File: src/rtl/cla_sub_seq.sv
// cla_sub_seq - sequential multi-slice subtractor.
//
// Computes diff = (a - b) mod 2^WIDTH one 5-bit slice per cycle. The slice
// uses borrow lookahead internally. The borrow is carried between slices in
// a register, so a single 5-bit lookahead slice serves any multiple-of-5 width.
//
// Ports:
//   clk        rising-edge clock
//   rst        synchronous, active-high reset
//   in_valid   request operands present
//   in_ready   block can accept a request (IDLE and not in reset)
//   a, b       minuend / subtrahend, sampled only on accept
//   out_valid  result valid (DONE)
//   out_ready  consumer takes the result
//   diff       (a - b) mod 2^WIDTH
//   borrow     final borrow, 1 iff a < b unsigned
//   zero       1 iff diff == 0
//
// state | meaning
// ------+---------------------------------------------------------------
// IDLE  | waiting for a request; in_ready high
// RUN   | one slice per cycle, slice k = bits [5k+4:5k]
// DONE  | result held stable on diff/borrow/zero until out_ready

module cla_sub_seq #(
    parameter int WIDTH = 20
) (
    input  logic             clk,
    input  logic             rst,
    input  logic             in_valid,
    output logic             in_ready,
    input  logic [WIDTH-1:0] a,
    input  logic [WIDTH-1:0] b,
    output logic             out_valid,
    input  logic             out_ready,
    output logic [WIDTH-1:0] diff,
    output logic             borrow,
    output logic             zero
);

    localparam int NSLICE = WIDTH / 5;
    localparam int CW     = (NSLICE > 1) ? $clog2(NSLICE) : 1;
    localparam logic [CW-1:0] K_LAST = CW'(NSLICE - 1);

    typedef enum logic [1:0] {
        IDLE = 2'd0,
        RUN  = 2'd1,
        DONE = 2'd2
    } state_t;

    state_t           state_q, state_d;
    logic [WIDTH-1:0] a_q, a_d;
    logic [WIDTH-1:0] b_q, b_d;
    logic [WIDTH-1:0] diff_q, diff_d;
    logic [CW-1:0]    k_q, k_d;
    logic             bin_q, bin_d;
    logic             borrow_q, borrow_d;
    logic             zero_q, zero_d;
    logic             out_valid_q, out_valid_d;

    logic             accept;
    logic [4:0]       sa, sb, g, p, d;
    logic [5:0]       c;

    // in_ready is gated by rst so that a request presented during reset is
    // never accepted, even though the state register already reads IDLE.
    assign in_ready = (state_q == IDLE) & ~rst;
    assign accept   = in_valid & in_ready;

    // 5-bit borrow-lookahead slice. The operand registers are shifted down
    // by one slice per RUN cycle, so the current slice always sits in [4:0].
    always_comb begin
        sa   = a_q[4:0];
        sb   = b_q[4:0];
        g    = ~sa & sb;
        p    = ~(sa ^ sb);
        c[0] = bin_q;
        c[1] = g[0] | (p[0] & c[0]);
        c[2] = g[1] | (p[1] & g[0]) | (p[1] & p[0] & c[0]);
        c[3] = g[2] | (p[2] & g[1]) | (p[2] & p[1] & g[0])
             | (p[2] & p[1] & p[0] & c[0]);
        c[4] = g[3] | (p[3] & g[2]) | (p[3] & p[2] & g[1])
             | (p[3] & p[2] & p[1] & g[0])
             | (p[3] & p[2] & p[1] & p[0] & c[0]);
        c[5] = g[4] | (p[4] & g[3]) | (p[4] & p[3] & g[2])
             | (p[4] & p[3] & p[2] & g[1])
             | (p[4] & p[3] & p[2] & p[1] & g[0])
             | (p[4] & p[3] & p[2] & p[1] & p[0] & c[0]);
        d    = sa ^ sb ^ c[4:0];
    end

    always_comb begin
        state_d     = state_q;
        a_d         = a_q;
        b_d         = b_q;
        diff_d      = diff_q;
        k_d         = k_q;
        bin_d       = bin_q;
        borrow_d    = borrow_q;
        zero_d      = zero_q;
        out_valid_d = out_valid_q;

        case (state_q)
            IDLE: begin
                if (accept) begin
                    a_d      = a;
                    b_d      = b;
                    diff_d   = '0;
                    k_d      = '0;
                    bin_d    = 1'b0;
                    borrow_d = 1'b0;
                    zero_d   = 1'b0;
                    state_d  = RUN;
                end
            end
            RUN: begin
                for (int s = 0; s < NSLICE; s++) begin
                    if (k_q == CW'(s)) begin
                        diff_d[5*s +: 5] = d;
                    end
                end
                a_d   = a_q >> 5;
                b_d   = b_q >> 5;
                bin_d = c[5];
                if (k_q == K_LAST) begin
                    borrow_d    = c[5];
                    zero_d      = (diff_d == '0);
                    out_valid_d = 1'b1;
                    state_d     = DONE;
                end else begin
                    k_d = k_q + 1'b1;
                end
            end
            DONE: begin
                if (out_ready) begin
                    out_valid_d = 1'b0;
                    state_d     = IDLE;
                end
            end
            default: begin
                out_valid_d = 1'b0;
                state_d     = IDLE;
            end
        endcase
    end

    always_ff @(posedge clk) begin
        if (rst) begin
            state_q     <= IDLE;
            a_q         <= '0;
            b_q         <= '0;
            diff_q      <= '0;
            k_q         <= '0;
            bin_q       <= 1'b0;
            borrow_q    <= 1'b0;
            zero_q      <= 1'b0;
            out_valid_q <= 1'b0;
        end else begin
            state_q     <= state_d;
            a_q         <= a_d;
            b_q         <= b_d;
            diff_q      <= diff_d;
            k_q         <= k_d;
            bin_q       <= bin_d;
            borrow_q    <= borrow_d;
            zero_q      <= zero_d;
            out_valid_q <= out_valid_d;
        end
    end

    assign out_valid = out_valid_q;
    assign diff      = diff_q;
    assign borrow    = borrow_q;
    assign zero      = zero_q;

endmodule
File: config.mk
export PLATFORM = sky130hd
export DESIGN_NAME = cla_sub_seq
export DESIGN_NICKNAME = d
export VERILOG_FILES = /design/src/rtl/cla_sub_seq.sv
export SDC_FILE = /design/constraint.sdc
export NUM_CORES = 1
export LEC_CHECK = 0
export ABC_AREA = 1
export CAP_MARGIN = 20
export CORE_AREA = 4 4 96 80
export DETAILED_ROUTE_END_ITERATION = 10
export DIE_AREA = 0 0 100 84
export PLACE_DENSITY_LB_ADDON = 0.2
export SYNTH_ARGS = -nofsm -noshare
export SYNTH_HDL_FRONTEND = slang
export SYNTH_SLANG_ARGS = --single-unit
File: constraint.sdc
create_clock -name clk -period 1.89 [get_ports clk]
set_input_delay 0.378 -clock clk [delete_from_list [all_inputs] [get_ports clk]]
set_output_delay 0.378 -clock clk [all_outputs]
set_load 0.005 [all_outputs]
==> summary by stage <==
Clock network
The maximum root-to-sink buffer count is 2. The root buffer cell is clkbuf_8. The clock latency on the worst-skew pair is 340 ps. The clock transition time at the flip-flop clock pins of the worst setup and hold paths is 70 ps. The clock net in this run drives a total of 68 sinks.

The number of buffers created by CTS is 9. The number of H-tree levels is 3. TritonCTS built the clock tree.

Routing
For this block, the initial DRC count from the detailed router was 245. The count of vias placed by the detailed router is 3347. The wire length per cell is 13.6 µm. The total DRC errors in the routed layout is 0. The detailed-route wire length is 8700 µm.

The via density per instance is 5.25. Before antenna repair, the detailed router went through 4 iterations. The number of routed nets with antenna violations is 0.

Power and ir drop
The largest vdd supply drop is 0.495 mV. The ratio of total power to cell area is 793 nW/µm². The analysis attributes to cell leakage a power of 1.81 nW.

Placement
In this run, placement finished with an instance count of 617. OpenSTA, run right after detailed placement, puts the worst setup slack at -45.6 ps. Port buffering added 67 buffers. The routability-driven placement congestion ratio is 0.823. After legalization and detailed placement, the total HPWL measured 5940 µm.

Cells and area
The post-layout instance count excluding filler cells is 637. The library cells used most frequently in the layout, excluding fill and tap cells, are nand2_1, clkdlybuf4s50_1, dfxtp_1. The post-layout net count is 600. Relative to the synthesized area, the layout overhead comes to 36.9%. The fraction of final layout cells sized beyond drive strength 1 is 0.182. The leading cell type in the layout, fill and taps excluded is nand2_1. The total inserted antenna cells is 0.

Global route
The met3 demand-to-capacity share in global routing is 0.0585. The initial antenna violation count is 0. Entering global routing, the biggest net connects 37 pins. The via count of the first global-routing pass is 3131. The first global-routing pass estimated 13900 µm of wire. The global routing stage identified its most utilized layer as met2.

For this run, the total global-route usage over all layers was measured as 0.204. The met1 track utilization from global routing is 0.265. The total grt overflow is 0. For this run, global-route usage on met2 was measured as 0.323.

Yosys
After synthesis, the mean cell area works out to 6.99 µm². Of the synthesized area, sequential elements account for 0.416. The number of nets handed over by synthesis was 523. The number of distinct library cells after synthesis is 26. The number of warnings issued by yosys is 0. The synthesized design contains 68 register bits. Synthesis produced a netlist whose cell count is 468.

After synthesis the cells add up to 3270 µm².

STA
The worst path setup slack after routing is 74.0 ps. The worst clock skew is 7.45 ps. The worst relative slew slack is 0.658. After layout, the minimum clock period comes to 1820 ps. Setup repair after global routing could not meet its margin everywhere. The final sum of negative setup slack is 0 ps.

The part of the cycle the worst path needs is 0.961. For the pin with the worst max-slew slack, the measured transition is 512 ps. The hold violation count in the final report came to 0. Hold timing on the final database bottoms out at a slack of 471 ps. The number of failing setup endpoints in the final timing report is 0. The highest achievable clock rate is 551 MHz. The number of max-slew violations in the final report is 0.

Floorplan
The site row count is 27. The area of the core is 6720 µm². The full die area is 8400 µm². The die is 84 µm tall.

The number of top-level pins is 68. The effective utilization at floorplan is 0.486. The die width is 100 µm.

Setup path
The worst setup path is launched from a flip-flop. Along the worst path, the maximum fanout reaches 4. For the worst setup path, the data required time is 2160 ps. By startpoint and endpoint, the worst setup path is classified as reg2reg.

For the worst setup path, the data arrival time is 2090 ps. STA classifies the critical path endpoint as a flip-flop.

Min path
The tightest min-delay check is of the reg2reg type.

Outcome
The flow ran to the end, and the final reports show no timing, DRC or antenna violations.

Job
Max-cap violations in this run came to 0.
-- state kept, by name, summed over array words and instances (netlist names) --
| signal | flops |
|---|---|
| a_q | 20 |
| b_q | 20 |
| diff | 20 |
| k_q | 2 |
| state_q | 2 |
| bin_q | 1 |
| borrow | 1 |
| out_valid | 1 |
| zero | 1 |
-- power breakdown --
| group | internal, mW | switching, mW |
|---|---|---|
| Sequential | 1.54 | 0.0634 |
| Combinational | 0.400 | 0.495 |
| Clock | 0.503 | 0.552 |
-- kinds of logic (layout without fill, tap and decap cells) --
| logic type | after synthesis | count (layout) | share of synthesized area |
|---|---|---|---|
| and+or+nand+nor | 211 | 211 | 0.272 |
| buffers and inverters | 65 | 147 | 0.0792 |
| DFF | 68 | 68 | 0.416 |
| AOI/OAI and AO/OA | 112 | 112 | 0.185 |
| xor gates and xnor gates | 1 | 1 | 0.00268 |
| adders and majority gates | 11 | 11 | 0.0444 |
-- synth_stat cells (all sizes together) --
cell,n,share of area
a21oi,27,0.041
a22oi,1,0.0023
a31oi,30,0.057
buf,12,0.018
clkbuf,13,0.015
clkinv,1,0.0011
dfxtp,68,0.42
fa,1,0.0061
ha,10,0.038
inv,39,0.045
nand2,122,0.14
nand3,31,0.047
nand4,2,0.0038
nor2,41,0.049
nor3,1,0.0031
o21ai,50,0.077
o22ai,4,0.0077
or2,13,0.025
or3,1,0.0019
xor2,1,0.0027
-- worst paths after layout --
kind	to	cells after the start	slack, ps	from
max reg2reg	zero	11	70	b_q[0]
min	b_q[2]	2	470	b_q[7]
min reg2reg	b_q[2]	2	470	b_q[7]
max	zero	11	70	b_q[0]
-- routing by layer --
metal | part of all wire | up-vias | wire (µm)
met1 | 0.46 | 1507 | 3980
met4 | 0.018 | 0 | 153
met3 | 0.067 | 19 | 583
met2 | 0.46 | 122 | 3980
met5 | 0 | - | 0
li1 | - | 1699 | -
-- stage by stage --
| stage | area, µm² | total power [mW] | util |
|---|---|---|---|
| floorplan | 3270 | 2.08 | - |
| global placement | 4100 | 2.34 | 0.610 |
| detailed placement | 4100 | 2.36 | 0.610 |
| CTS | 4300 | 3.42 | 0.640 |
| global route | 4480 | 3.74 | 0.666 |
| finish | 4480 | 3.55 | 0.666 |
-- cell type report --
cell class	count	area [µm²]
multi-input cells	335	1810
inverters	40	150
flip-flops and latches	68	1370
fillers	571	2250
clock inverters	5	27.5
repair buffers	91	870
clock buffers	11	141
well taps	87	109
-- what timing repair did --
| item | 4_1_cts | 5_1_grt |
|---|---|---|
| hold buffers | 0 | 0 |
| resized for setup | 7 | 46 |
| buffers inserted | 0 | 4 |
| setup endpoints to repair | 3 | 6 |
| gates cloned | 0 | 0 |
| pin swaps | 0 | 23 |
-- critical path: stages, from the launching register on --
cell and delay [ps]:
dfxtp_2 330, inv_1 80, fa_2 450, inv_2 100, nand2_1 50, o21ai_1 100, nand3_1 100, nor2_1 130
nand3_1 110, nor2_2 90, nand3_1 70, a21oi_1 140
(Power assumes the default switching activity.)
